[config.mk]
export PLATFORM = sky130hd
export DESIGN_NAME = a5_stream_cipher
export DESIGN_NICKNAME = d
export VERILOG_FILES = /design/src/rtl/a5_stream_cipher.sv
export SDC_FILE = /design/constraint.sdc
export NUM_CORES = 1
export LEC_CHECK = 0
export ABC_AREA = 1
export CORE_ASPECT_RATIO = 0.8
export CORE_MARGIN = 2
export CORE_UTILIZATION = 40
export DETAILED_ROUTE_END_ITERATION = 12
export GPL_TIMING_DRIVEN = 0
export SYNTH_ARGS = -nofsm -noshare
export SYNTH_HDL_FRONTEND = slang
export SYNTH_SLANG_ARGS = --single-unit
[constraint.sdc]
create_clock -name clk -period 2.41 [get_ports clk]
set_input_delay 0.482 -clock clk [delete_from_list [all_inputs] [get_ports clk]]
set_output_delay 0.482 -clock clk [all_outputs]
set_load 0.01 [all_outputs]
[src/rtl/a5_stream_cipher.sv]
// A5/1-style keystream generator feeding a valid/ready XOR datapath (plaintext in, ciphertext out).
// Build option A5_FN_AUTOINC_EN: at frame end rekey with the latched key and fn+1 instead of idling.
module a5_stream_cipher #(
    parameter int DW          = 8,
    parameter int FRAME_WORDS = 32,
    parameter int WARMUP      = 100
) (
    input  logic          clk,
    input  logic          rst_n,
    input  logic          i_start,
    input  logic [63:0]   i_key,
    input  logic [21:0]   i_fn,
    input  logic          i_in_valid,
    output logic          o_in_ready,
    input  logic [DW-1:0] i_in_data,
    output logic          o_out_valid,
    input  logic          i_out_ready,
    output logic [DW-1:0] o_out_data,
    output logic          o_busy,
    output logic          o_frame_done,
    output logic [2:0]    o_state
);

    localparam int ACW = (DW > 1) ? $clog2(DW) : 1;
    localparam int WCW = $clog2(FRAME_WORDS + 1);

    typedef enum logic [2:0] {
        S_IDLE     = 3'd0,
        S_LOAD_KEY = 3'd1,
        S_LOAD_FN  = 3'd2,
        S_WARMUP   = 3'd3,
        S_RUN      = 3'd4
    } state_t;

    state_t           r_state;
    state_t           w_state_nxt;
    logic [15:0]      r_cnt;
    logic [85:0]      r_load_sh;
    logic [18:0]      r_r1;
    logic [21:0]      r_r2;
    logic [22:0]      r_r3;
    logic [DW-1:0]    r_acc;
    logic [ACW-1:0]   r_acc_cnt;
    logic [DW-1:0]    r_ks_word;
    logic             r_ks_full;
    logic [WCW-1:0]   r_word_cnt;
    logic             r_out_valid;
    logic [DW-1:0]    r_out_data;
    logic             r_frame_done;

    logic             w_start_go;
    logic             w_loading;
    logic             w_in_bit;
    logic             w_maj;
    logic             w_maj_phase;
    logic             w_clk1;
    logic             w_clk2;
    logic             w_clk3;
    logic [18:0]      w_r1_nxt;
    logic [21:0]      w_r2_nxt;
    logic [22:0]      w_r3_nxt;
    logic             w_ks_bit;
    logic [DW-1:0]    w_acc_shift;
    logic             w_acc_last;
    logic             w_step;
    logic             w_in_ready;
    logic             w_in_hs;
    logic             w_frame_end;

    // Both ports use valid/ready: a word transfers on a rising edge where valid && ready are high;
    // the producer holds valid and data stable until that edge.
    assign w_start_go  = (r_state == S_IDLE) && i_start;
    assign w_in_ready  = (r_state == S_RUN) && r_ks_full && (!r_out_valid || i_out_ready);
    assign w_in_hs     = i_in_valid && w_in_ready;
    assign w_frame_end = w_in_hs && (r_word_cnt == WCW'(FRAME_WORDS - 1));
    assign w_acc_last  = (r_acc_cnt == ACW'(DW - 1));
    // Generation pauses only when the finished word would have nowhere to go.
    assign w_step      = (r_state == S_RUN) && !(r_ks_full && w_acc_last && !w_in_hs);

    assign w_loading   = (r_state == S_LOAD_KEY) || (r_state == S_LOAD_FN);
    assign w_in_bit    = w_loading && r_load_sh[85];
    assign w_maj       = (r_r1[10] & r_r2[11]) | (r_r1[10] & r_r3[12]) | (r_r2[11] & r_r3[12]);
    assign w_maj_phase = (r_state == S_WARMUP) || w_step;
    assign w_clk1      = w_loading || (w_maj_phase && (r_r1[10] == w_maj));
    assign w_clk2      = w_loading || (w_maj_phase && (r_r2[11] == w_maj));
    assign w_clk3      = w_loading || (w_maj_phase && (r_r3[12] == w_maj));

    assign w_r1_nxt = w_clk1 ? {r_r1[5] ^ r_r1[2] ^ r_r1[1] ^ r_r1[0] ^ w_in_bit, r_r1[18:1]} : r_r1;
    assign w_r2_nxt = w_clk2 ? {r_r2[1] ^ r_r2[0] ^ w_in_bit, r_r2[21:1]} : r_r2;
    assign w_r3_nxt = w_clk3 ? {r_r3[15] ^ r_r3[2] ^ r_r3[1] ^ r_r3[0] ^ w_in_bit, r_r3[22:1]} : r_r3;

    assign w_ks_bit    = w_r1_nxt[0] ^ w_r2_nxt[0] ^ w_r3_nxt[0];
    assign w_acc_shift = (r_acc << 1) | DW'(w_ks_bit);

    always_comb begin
        w_state_nxt = r_state;
        case (r_state)
            S_IDLE:     if (i_start) w_state_nxt = S_LOAD_KEY;
            S_LOAD_KEY: if (r_cnt == 16'd63) w_state_nxt = S_LOAD_FN;
            S_LOAD_FN:  if (r_cnt == 16'd21) w_state_nxt = (WARMUP == 0) ? S_RUN : S_WARMUP;
            S_WARMUP:   if (r_cnt == 16'(WARMUP - 1)) w_state_nxt = S_RUN;
            S_RUN: begin
                if (w_frame_end) begin
`ifdef A5_FN_AUTOINC_EN
                    w_state_nxt = S_LOAD_KEY;
`else
                    w_state_nxt = S_IDLE;
`endif
                end
            end
            default:    w_state_nxt = S_IDLE;
        endcase
    end

    always_ff @(posedge clk or negedge rst_n) begin
        if (!rst_n) begin
            r_state <= S_IDLE;
            r_cnt   <= '0;
        end else begin
            r_state <= w_state_nxt;
            if ((w_state_nxt != r_state) || (r_state == S_IDLE) || (r_state == S_RUN))
                r_cnt <= '0;
            else
                r_cnt <= r_cnt + 16'd1;
        end
    end

`ifdef A5_FN_AUTOINC_EN
    logic [63:0] r_key;
    logic [21:0] r_fn;

    always_ff @(posedge clk or negedge rst_n) begin
        if (!rst_n) begin
            r_key <= '0;
            r_fn  <= '0;
        end else if (w_start_go) begin
            r_key <= i_key;
            r_fn  <= i_fn;
        end else if (w_frame_end) begin
            r_fn  <= r_fn + 22'd1;
        end
    end
`endif

    // Key and frame number are consumed MSB first from one shift register.
    always_ff @(posedge clk or negedge rst_n) begin
        if (!rst_n)
            r_load_sh <= '0;
        else if (w_start_go)
            r_load_sh <= {i_key, i_fn};
`ifdef A5_FN_AUTOINC_EN
        else if (w_frame_end)
            r_load_sh <= {r_key, r_fn + 22'd1};
`endif
        else if (w_loading)
            r_load_sh <= r_load_sh << 1;
    end

    always_ff @(posedge clk or negedge rst_n) begin
        if (!rst_n) begin
            r_r1       <= '0;
            r_r2       <= '0;
            r_r3       <= '0;
            r_acc      <= '0;
            r_acc_cnt  <= '0;
            r_ks_word  <= '0;
            r_ks_full  <= 1'b0;
            r_word_cnt <= '0;
        end else if (w_start_go || w_frame_end) begin
            r_r1       <= '0;
            r_r2       <= '0;
            r_r3       <= '0;
            r_acc      <= '0;
            r_acc_cnt  <= '0;
            r_ks_full  <= 1'b0;
            r_word_cnt <= '0;
        end else begin
            r_r1 <= w_r1_nxt;
            r_r2 <= w_r2_nxt;
            r_r3 <= w_r3_nxt;
            if (w_step && w_acc_last) begin
                r_ks_word <= w_acc_shift;
                r_acc     <= '0;
                r_acc_cnt <= '0;
                r_ks_full <= 1'b1;
            end else begin
                if (w_step) begin
                    r_acc     <= w_acc_shift;
                    r_acc_cnt <= r_acc_cnt + ACW'(1);
                end
                if (w_in_hs)
                    r_ks_full <= 1'b0;
            end
            if (w_in_hs)
                r_word_cnt <= r_word_cnt + WCW'(1);
        end
    end

    always_ff @(posedge clk or negedge rst_n) begin
        if (!rst_n) begin
            r_out_valid  <= 1'b0;
            r_out_data   <= '0;
            r_frame_done <= 1'b0;
        end else begin
            if (w_in_hs) begin
                r_out_data  <= i_in_data ^ r_ks_word;
                r_out_valid <= 1'b1;
            end else if (i_out_ready) begin
                r_out_valid <= 1'b0;
            end
            r_frame_done <= w_frame_end;
        end
    end

    assign o_in_ready   = w_in_ready;
    assign o_out_valid  = r_out_valid;
    assign o_out_data   = r_out_data;
    assign o_busy       = (r_state != S_IDLE);
    assign o_frame_done = r_frame_done;
    assign o_state      = r_state;

endmodule

Word level (Yosys, flattened, before mapping)
Cells that the tools add are included.

Register bits: 204. Bits of input ports: 99. Output and inout bits: 15. Logic and storage cells: 117.

Add/subtract/negate cells: 3. Equality and inequality tests: 13. Muxes and demuxes: 28. Bitwise operators: 20. Reductions and logical operators: 36.

Operators with widths (count): 86-bit 2-to-1 mux (2); 23-bit 2-to-1 mux (2); 22-bit 2-to-1 mux (2); 19-bit 2-to-1 mux (2); 3-bit 2-to-1 mux (8); 7-bit 2-to-1 mux (3); 16-bit by 1-bit adder with 16-bit output, second input constant (1); 16-bit by 5-bit equality test with 1-bit output, second input constant (1); 16-bit by 6-bit equality test with 1-bit output, second input constant (1); 16-bit by 7-bit equality test with 1-bit output, second input constant (1); 16-bit 2-to-1 mux (1); 3-bit one-hot mux with 5 select lines (1); 1-bit logical AND (13); 6-bit 2-to-1 mux (2); 2-bit nonzero test (6); 1-bit bitwise XOR (12); 1-bit logical OR (9); 3-bit nonzero test (3); 8-bit by 1-bit bitwise OR with 8-bit output (1); 8-bit bitwise XOR (1); 6-bit by 1-bit adder with 6-bit output, second input constant (1); 3-bit by 2-bit equality test with 1-bit output, second input constant (2); 3-bit equality test, second input constant (2); 6-bit by 5-bit equality test with 1-bit output, second input constant (1); other kinds (11) (22).

Logic depth before layout (Yosys ltp)
Gate-level depths: netlist of the first run.

Depth after elaboration: 18. Mapped depth: 16. Mapped depth without buffers: 16.

Least setup slack after synthesis of the first run
OpenSTA, ideal clock, no wires.

Kind: reg2reg. From: register r_acc_cnt[0]. To: register r_r1[11]. Setup time: 118 ps. Arrival time: 1642 ps. Required time: 2292 ps. Setup slack: 650 ps. Stages on the path, launching flop included: 14. Buffers on the path: 1. Period minus slack after synthesis: 1760 ps. Path through: dfrtp_1 -> ha_1 -> ha_1 -> nand2_1 -> inv_1 -> nand2_2 -> nand2_4 -> nand2_4 -> nand2_2 -> nand2_4 -> nor2_2 -> buf_4 -> a21oi_1 -> inv_1.

Longest elaborated chain between the ends: 9.

Ends and longest elaborated chain: start: declaration (RTL line 43) `logic [ACW-1:0] r_acc_cnt;`; start signal: assignment (RTL line 189) `r_acc_cnt <= r_acc_cnt + ACW'(1);`; 3-bit equality test (RTL line 76) `assign w_acc_last = (r_acc_cnt == ACW'(DW - 1));`; 1-bit logical AND (2 in a row) (RTL line 78) `assign w_step = (r_state == S_RUN) && !(r_ks_full && w_acc_last && !w_in_hs);`; 1-bit logical NOT (RTL line 78); 1-bit logical AND (RTL line 78); 1-bit logical OR (RTL line 83) `assign w_maj_phase = (r_state == S_WARMUP) || w_step;`; 1-bit logical AND (RTL line 84) `assign w_clk1 = w_loading || (w_maj_phase && (r_r1[10] == w_maj));`; 1-bit logical OR (RTL line 84); 2-bit nonzero test (no source line); end signal: assignment (RTL line 178) `r_r1 <= w_r1_nxt;`; end: declaration (RTL line 39) `logic [18:0] r_r1;`.

Every way passes these cells. A chain may end at the register's enable or synchronous reset.

Worst setup path in the final report of the first run
From: register r_state[0] (netlist: o_state[0]). To: output o_busy.

Longest elaborated chain between the ends: 1.

Ends and longest elaborated chain: start: declaration (RTL line 35) `state_t r_state;`; start signal: assignment (RTL line 120) `r_state <= w_state_nxt;`; 3-bit nonzero test (RTL line 218) `assign o_busy = (r_state != S_IDLE);`; end: declaration (RTL line 19) `output logic o_busy,`.

Every way passes these cells.

==> results of run 1 <==
## Yosys cell counts
| cell | count |
|---|---|
| sky130_fd_sc_hd__a21oi_1 | 39 |
| sky130_fd_sc_hd__ha_1 | 5 |
| sky130_fd_sc_hd__buf_1 | 7 |
| sky130_fd_sc_hd__clkbuf_1 | 9 |
| sky130_fd_sc_hd__xor2_1 | 16 |
| sky130_fd_sc_hd__and3_1 | 1 |
| sky130_fd_sc_hd__o31ai_1 | 1 |
| sky130_fd_sc_hd__nand3_1 | 21 |
| sky130_fd_sc_hd__nand3_2 | 3 |
| sky130_fd_sc_hd__nor4_1 | 4 |
| sky130_fd_sc_hd__buf_2 | 18 |
| sky130_fd_sc_hd__o221ai_1 | 82 |
| sky130_fd_sc_hd__nand2_1 | 170 |
| sky130_fd_sc_hd__nor3_1 | 21 |
| sky130_fd_sc_hd__nor3b_1 | 1 |
| sky130_fd_sc_hd__xnor2_1 | 15 |
| sky130_fd_sc_hd__dfrtp_1 | 204 |
| sky130_fd_sc_hd__nand3b_1 | 1 |
| sky130_fd_sc_hd__nor3_2 | 11 |
| sky130_fd_sc_hd__nor2_8 | 1 |
| sky130_fd_sc_hd__o22ai_1 | 5 |
| sky130_fd_sc_hd__inv_2 | 16 |
| sky130_fd_sc_hd__nor4_2 | 1 |
| sky130_fd_sc_hd__buf_4 | 6 |
| sky130_fd_sc_hd__a31oi_1 | 21 |
| sky130_fd_sc_hd__nand2_2 | 6 |
| sky130_fd_sc_hd__nand2_4 | 6 |
| sky130_fd_sc_hd__a31o_2 | 1 |
| sky130_fd_sc_hd__o21ai_0 | 18 |
| sky130_fd_sc_hd__nor2_1 | 67 |
| sky130_fd_sc_hd__buf_6 | 6 |
| sky130_fd_sc_hd__inv_4 | 1 |
| sky130_fd_sc_hd__nor2_2 | 2 |
| sky130_fd_sc_hd__nand4_1 | 7 |
| sky130_fd_sc_hd__o21ai_1 | 16 |
| sky130_fd_sc_hd__nand3_4 | 1 |
| sky130_fd_sc_hd__inv_1 | 197 |
| sky130_fd_sc_hd__o211ai_1 | 3 |
## state kept, by name, indices dropped and copies added (netlist names)
signal	count
o_out_valid	1
r_load_sh	86
r_cnt	16
r_r3	23
o_out_data	8
r_acc_cnt	3
r_word_cnt	6
r_ks_word	8
o_state	3
r_r2	22
r_ks_full	1
r_acc	7
r_r1	19
o_frame_done	1
## critical path: stages (launching register included)
cell	delay (ns)
sky130_fd_sc_hd__dfrtp_1	0.41
sky130_fd_sc_hd__inv_2	0.05
sky130_fd_sc_hd__nand2_2	0.11
sky130_fd_sc_hd__inv_1	0.09
sky130_fd_sc_hd__nand2_1	0.07
sky130_fd_sc_hd__clkdlybuf4s50_1	0.53
## kinds of logic (layout without fill, tap and decap cells)
family,Yosys count,after routing
flops,204,204
buf+inv,260,411
simple gates,324,324
compound gates,186,186
xor+xnor,31,31
fa+ha+maj,5,5
## cell usage in the layout, fill, tap and decap left out, drive strengths merged, types with 3 or more instances in the layout
| master | synthesis | layout |
|---|---|---|
| o211ai | 3 | 3 |
| xnor2 | 15 | 15 |
| nor3 | 32 | 32 |
| clkinv | 0 | 3 |
| nor2 | 70 | 70 |
| xor2 | 16 | 16 |
| a21oi | 39 | 39 |
| clkbuf | 9 | 43 |
| nand2 | 182 | 182 |
| inv | 214 | 214 |
| ha | 5 | 5 |
| clkdlybuf4s50 | 0 | 111 |
| o221ai | 82 | 82 |
| nand4 | 7 | 7 |
| buf | 37 | 39 |
| dfrtp | 204 | 204 |
| o22ai | 5 | 5 |
| a31oi | 21 | 21 |
| nand3 | 25 | 25 |
| o21ai | 34 | 34 |
| nor4 | 5 | 5 |
## path summary, 6_finish.rpt
check / from / to / slack (ns) / cells past startpoint
max: o_state[0] / o_busy / 0.17 / 5
min: rst_n / r_cnt[11] / 0.06 / 1
max reg2reg: o_state[1] / r_load_sh[40] / 0.30 / 9
min reg2reg: r_r1[15] / r_r1[15] / 0.47 / 2
max in group asynchronous: rst_n / r_r2[21] / 1.37 / 2
min in group clk: r_r1[15] / r_r1[15] / 0.47 / 2
## power by group through the flow
stage	Sequential (W)	Combinational (W)	Clock, W
floorplan	0.00349	0.00000562	0
global placement	0.00349	0.000244	0
detailed placement	0.00349	0.000249	0
CTS	0.00342	0.000250	0.00326
global route	0.00342	0.000269	0.00337
finish	0.00343	0.000242	0.00317
## per-layer routing
metal  vias up  GRT usage (%)  wire, um
li1       3573              -         -
met1      3301           26.1     10500
met2       128           25.3      8140
met3        26           2.85       885
met4         0           4.25       409
met5         -              0         0
## final cells by class
type,instances,area (sq um)
Tap cell,306,383
Clock inverter,3,15.0
Sequential cell,204,5100
Fill cell,2129,11100
Buffer,46,264
Clock buffer,34,657
Multi-Input combinational cell,546,3120
Timing Repair Buffer,114,1160
Inverter,214,806
## stage by stage
step	area (sq um)	power [W]	hold WS (ns)	worst slack [ns]
global route	11500	0.00706	0.179	0.0150
global placement	10800	0.00374	0.459	-7.96
detailed placement	10800	0.00374	0.461	-0.108
finish	11500	0.00683	0.0590	0.167
CTS	11500	0.00694	0.122	0.134
floorplan	9290	0.00349	0.186	0.650
## repair_timing
item                       in CTS  in global routing
gates resized for setup         1                  2
pin swaps                       0                  0
setup endpoints to repair       1                  1
==> impl.org, run 1 <==
** Outcome
- Result of the run :: complete, no violations

** Yosys
- Summing the areas of all compound-gate instances in the mapped netlist gives 13.8% of the synthesized area.
- Post-synthesis register bit count :: 204
- Sequential cells were found to cover 54.9% of the synthesized design area.
- The synthesized netlist devotes 0.673% of its cell area to adder and majority cells.
- Post-synthesis share of cell area spent on xor and xnor gates :: 2.92%
- The synthesized netlist devotes 16.1% of its cell area to simple gates.
- Mean Syn Cell Area :: 9.20 sq um
- The portion of synthesized area spent on multiplexers is 0%.
- Net count of the mapped netlist :: 1114
- Top post-synthesis cells by area :: sky130_fd_sc_hd__dfrtp_1 (55%), sky130_fd_sc_hd__inv_1 (8.0%), sky130_fd_sc_hd__o221ai_1 (7.7%), sky130_fd_sc_hd__nand2_1 (6.9%), sky130_fd_sc_hd__nor2_1 (2.7%)
- Syn Std Cell Area :: 9290 sq um
- Yosys mapped the design onto 38 distinct sky130hd cell types.
- Dominant combinational cell family by area after synthesis :: simple AND/OR/NAND/NOR gates
- Number of warnings reported in the yosys synthesis log :: 0
- sky130_fd_sc_hd__dfrtp_1 takes more of the synthesized area than any other cell.
- Summed over its instances, the top area cell type makes up 54.9% of the synthesized netlist area.
- Synthesis produced a netlist whose cell count is 1010.

** CTS
- The clock passes through at most 3 buffers.
- Clock transition time at the flip-flop clock pins of the worst setup and hold paths :: 0.06 ns
- CTS root buffer :: sky130_fd_sc_hd__clkbuf_16
- Number of H-tree levels :: 1
- Clock latency at the later pin of the worst-skew pair :: 0.50 ns
- TritonCTS built the clock tree.
- Post-CTS Hold Buffers :: 0
- TritonCTS created 22 clock buffers.
- Number of setup buffers added after CTS :: 0
- The tree built by TritonCTS fans out to 204 sinks.

** STA
- Pin slew with the least headroom to its limit :: 0.901 ns
- Setup repair after global routing left no endpoint under its margin.
- Final count of hold timing violations :: 0
- Adding up every negative setup slack in the final design gives 0 ns.
- # setup viols final :: 0
- Static timing analysis puts the maximum clock frequency at 446 MHz.
- Counting I/O delays and the setup requirement, the final critical path takes 2.24 ns.
- Of the available clock period, the critical path in the final layout requires 93.1%.
- The max-slew violation count is 0.
- Clock skew on the completed layout was measured at 0.00748 ns.
- Relative slew slack :: 39.9%

** Place
- Placed cells :: 1430
- Detailed placement finished with a half-perimeter wire length of 14000 um.
- IO buf count :: 113
- Routability-driven placement finished with a final weighted congestion of 0.744.

** Power and ir drop
- Internal :: 0.00543 W
- The analysis attributes to cell leakage a power of 5.35 nW.
- Share of total power in sequential cells :: 50.1%
- The share of total power dissipated in the clock network is 46.3%.
- Switching power :: 0.00140 W
- Share of power burned in combinational logic :: 3.5%
- In this run switching power makes up 20.5% of total power.
- Max rail drop VDD :: 0.404 mV
- Dividing total power by cell area gives a power density of 594 nW/um^2.

** Setup path
- The worst setup path is of the flop to output port kind.
- STA classifies the critical path startpoint as a flop.
- CP required :: 1.93 ns
- Maximum fanout encountered on the critical timing path :: 5
- Arrival time at the worst endpoint :: 1.76 ns
- Crit path capture type :: output port

** Route
- After the first detailed-routing iteration, the DRC count stood at 427.
- The count of nets left with antenna violations once routing finished came out at 0.
- Post-detailed-routing wire length :: 20000 um
- The routed layout has 7028 vias.
- In the routed layout, each cell is associated on average with a via count of 4.79.
- Post-detailed-route wirelength per cell :: 13.6 um
- For this run, design rule violations remaining after detail routing come to 0.
- The first detailed-routing pass took 5 iterations.

** Worst hold path
- Path class of the lowest-slack min-delay path :: input port to async pin

** Die
- Placeable core area :: 22600 sq um
- Site row count :: 49
- The floorplan step defined a die boundary enclosing 24500 sq um.
- Number of top-level design ports :: 114
- Measured along the x axis, the die boundary spans 174 um.
- Height of the die :: 140 um
- Effective utilization at floorplan :: 41.1%

** Cells and area
- The repair_antennas step left the layout with diodes totalling 0.
- Final Instance Count excl. Fillers :: 1467
- After the last flow step, the layout net total stands at 1252.
- Final Util :: 50.9%
- Cells with a size suffix above 1 make up 9.65% of the layout.
- Area growth from synthesis to layout :: 23.9%

** GRT
- The number of antenna violations at the first check in global routing is 0.
- Entering global routing, the biggest net connects 119 pins.
- Number of global-route vias before repair :: 7197
- For this run, the total global-route usage over all layers was measured as 17.1%.
- Remaining global-route overflow :: 0
- The first global-routing pass estimated 34700 um of wire.

** Job
- Number of max-capacitance violations reported :: 0
(Power assumes the default switching activity.)
==> run 2, diff against run 1 <==
CORE_MARGIN = default   (was 2)
==> run 2 against run 1 <==
Effect of this change: the run now ends with hold timing left; clock skew up 0.00078 ns; setup slack got worse by 0.023 ns; largest power group unchanged; fmax is 1.0% lower; global-route usage increased by 0.70 points; cell count about the same; combinational power about the same; sequential share of layout area decreased by 0.12 points.
==> impl.org, run 2 (synthesis gave the netlist of run 1 again) <==
** CTS
- The sink count of the clock tree is 204 (unchanged).
- The number of CTS-inserted buffers was 22 (unchanged).
- Post-CTS Hold Buffers :: 0 (unchanged)
- Maximum root-to-sink buffer count :: 3 (unchanged)
- The number of buffers added for setup after CTS came to 0 (unchanged).
- Clock transition time at the flip-flop clock pins of the worst setup and hold paths :: 0.06 ns (about the same)
- TritonCTS built the clock tree.
- The number of H-tree levels is 1 (unchanged).
- Clock latency at the later pin of the worst-skew pair :: 0.50 ns (about the same)
- Post-cts gate resize count :: 2 (+1)
- Clock tree synthesis selected as its root buffer the cell sky130_fd_sc_hd__clkbuf_16.

** Setup path
- Kind of critical path :: flop to output port
- The stage delay of the slowest cell on the critical path came to 0.53 ns (about the same).
- Family with the most delay on the worst path :: buffers and inverters
- The data arrival at the endpoint of the critical path came to 1.78 ns (+0.02 ns).
- FF-to-FF path depth :: 9 (unchanged)
- Maximum fanout encountered on the critical timing path :: 5 (unchanged)
- The worst register-to-register path begins at o_state[0].
- CP required :: 1.93 ns (about the same)
- Crit path capture type :: output port
- CP Cell Sequence :: inv_2, nand2_2, inv_1, nand2_1, clkdlybuf4s50_1
- The combined buffer and inverter count along the critical path is 3 (unchanged).
- For this design, the slowest cell found on the critical path is sky130_fd_sc_hd__clkdlybuf4s50_1.
- Crit path from :: o_state[0]
- End of the worst register-to-register path :: r_load_sh[39]
- Worst R2R Setup Slack :: 0.25 ns (-0.05 ns)
- Sort of element at the start of the critical path :: flop

** Die
- The site row count was 49 (unchanged).
- Effective utilization at floorplan :: 41.1% (unchanged)
- The overall die height came to 138 um (-1.4%).
- The floorplan die area is 23800 sq um (-2.6%).
- Placeable core area :: 22600 sq um (unchanged)
- The number of top-level pins was 114 (unchanged).
- The x dimension of the die came to 172 um (-1.1%).

** STA
- The setup violation total in the final timing report is 0 (unchanged).
- The relative max-transition margin came to 52.9% (+13 points).
- Achievable Freq :: 441 MHz (-1.0%)
- Worst slack on hold paths :: -0.0144 ns (-0.0734 ns)
- The max-slew violation count came to 0 (unchanged).
- Pin slew with the least headroom to its limit :: 0.706 ns (-0.195 ns)
- The final cycle utilization of the critical path is 94.0% (+0.96 points).
- Largest clock skew in the final design :: 0.00827 ns (+0.000784 ns)
- RSZ-0062 raised after global routing :: false
- The number of endpoints with negative hold slack in the final report is 11 (+11).
- Minimum clock period after layout :: 2.27 ns (+0.0231 ns)

** Cells and area
- The number of flip-flops in the largest register was 86 (unchanged).
- The register area is 5110 sq um (about the same).
- Antenna diode instance count :: 0 (unchanged)
- The number of fillers in the final layout is 2148 (+0.89%).
- Register ranked first by flip-flop count :: r_load_sh
- Area of the multi-input gates :: 3120 sq um (unchanged)
- Final Instance Count excl. Fillers :: 1468 (+0.068%)
- The number of nets in the finished design came to 1252 (unchanged).
- In the final layout, the registers with the most flip-flops are r_load_sh: 86 flops, r_r3: 23 flops, r_r2: 22 flops.
- In the layout the commonest cells are sky130_fd_sc_hd__dfrtp_1 (203), sky130_fd_sc_hd__inv_1 (197), sky130_fd_sc_hd__nand2_1 (170).
- Commonest non-fill, non-tap cell in the layout :: sky130_fd_sc_hd__dfrtp_1
- Relative to the synthesized area, the layout overhead comes to 24.2%.
- Share of post-route cells with drive strength above 1 :: 9.90% (+0.25 points)

** Place
- Gpl congestion :: 0.747 (+0.43%)
- The number of input and output port buffers inserted is 113 (unchanged).
- The detailed placement HPWL is 13800 um (-1.5%).
- Placed cells :: 1430 (unchanged)

** GRT
- Number of antenna violations at the first check in global routing :: 0 (unchanged)
- The global-route usage over all layers came to 17.8% (+0.70 points).
- The total overflow reported by the global router is 0 (unchanged).
- Largest net degree at the start of global routing :: 116 (-2.5%)
- The number of global-route vias before repair was 7099 (-1.4%).
- First-pass GRT wire length :: 34700 um (-0.26%)

** Outcome
- Violated checks :: hold timing
- Result of the run :: finished, violations left

** Route
- The DRC violation count after routing came to 0 (unchanged).
- The average detailed-routed wire length per instance was 13.5 um (-0.81%).
- Antenna viol nets, final :: 0 (unchanged)
- Vias :: 7008 (-0.28%)
- The starting DRC count in detailed routing was 419 (-1.9%).
- DR pass1 iterations :: 4 (-1)
- Post-detailed-route via-to-cell ratio :: 4.77 (-0.35%)
- The sum of routed wire length over all layers came to 19800 um (-0.74%).

** Power and ir drop
- The power density normalized to cell area is 601 nW/um^2 (+1.2%).
- The leakage power figure came to 5.37 nW (+0.29%).
- The maximum ir drop on the vdd rail was 0.567 mV (+40%).
- The overall power came to 0.00694 W (+1.5%).

** Worst hold path
- In this run the worst hold path is classified as input port to async pin.

** Job
- The count of maximum capacitance violations is 0 (unchanged).
==> run 2: worst register-to-register path: stages (launching register included) <==
cell and delay (ns):
sky130_fd_sc_hd__dfrtp_1 0.43, sky130_fd_sc_hd__inv_2 0.07, sky130_fd_sc_hd__nand2_2 0.08, sky130_fd_sc_hd__inv_1 0.11, sky130_fd_sc_hd__nand3_2 0.25, sky130_fd_sc_hd__inv_1 0.24, sky130_fd_sc_hd__buf_2 0.29, sky130_fd_sc_hd__buf_1 0.39
sky130_fd_sc_hd__nand2_1 0.13, sky130_fd_sc_hd__o221ai_1 0.09
==> run 2: layout make-up <==
class | instances | share of cell area (%)
flip-flops and latches | 204 | 44.2
multi-input cells | 546 | 27.0
repair buffers | 114 | 10.1
inverters | 214 | 6.98
clock buffers | 37 | 6.05
well taps | 306 | 3.32
plain buffers | 46 | 2.30
clock inverters | 1 | 0.0434
==> run 2: per-stage QoR <==
| step | setup TNS, ns | area [sq um] | setup WS (ns) | util (%) |
|---|---|---|---|---|
| after floorplan | 0 | 9290 | 0.650 | - |
| after global placement | -1611.01 | 10800 | -7.91 | 47.8 |
| after detailed placement | -3.19 | 10800 | -0.118 | 47.9 |
| after CTS | 0 | 11500 | 0.137 | 51.0 |
| after global routing | 0 | 11500 | 0.0213 | 51.0 |
| final | 0 | 11500 | 0.144 | 51.0 |
==> run 2: worst max-delay path by stage <==
stage | slack, ns | cells past startpoint | end
final | 0.14 | 5 | o_busy
after floorplan | 0.65 | 13 | r_r1[11]
after detailed placement | -0.12 | 7 | r_load_sh[76]
after global routing | 0.02 | 6 | o_in_ready
after CTS | 0.14 | 5 | o_busy
after global placement | -7.91 | 1 | r_r2[16]
==> run 2: power breakdown <==
group	internal (W)	switching [W]	total [W]
sequential	0.00343	0.0000000000000000000243	0.00343
combinational	0.000147	0.0000953	0.000243
clock	0.00196	0.00131	0.00327
total	0.00553	0.00141	0.00694
==> run 2: metal layers <==
layer / vias up / global-route usage (%) / wire, um
met1: 3298 / 27.7 / 10400
li1: 3562 / - / -
met4: 0 / 4.05 / 380
met5: - / 0 / 0
met2: 120 / 25.7 / 8210
met3: 28 / 2.83 / 774
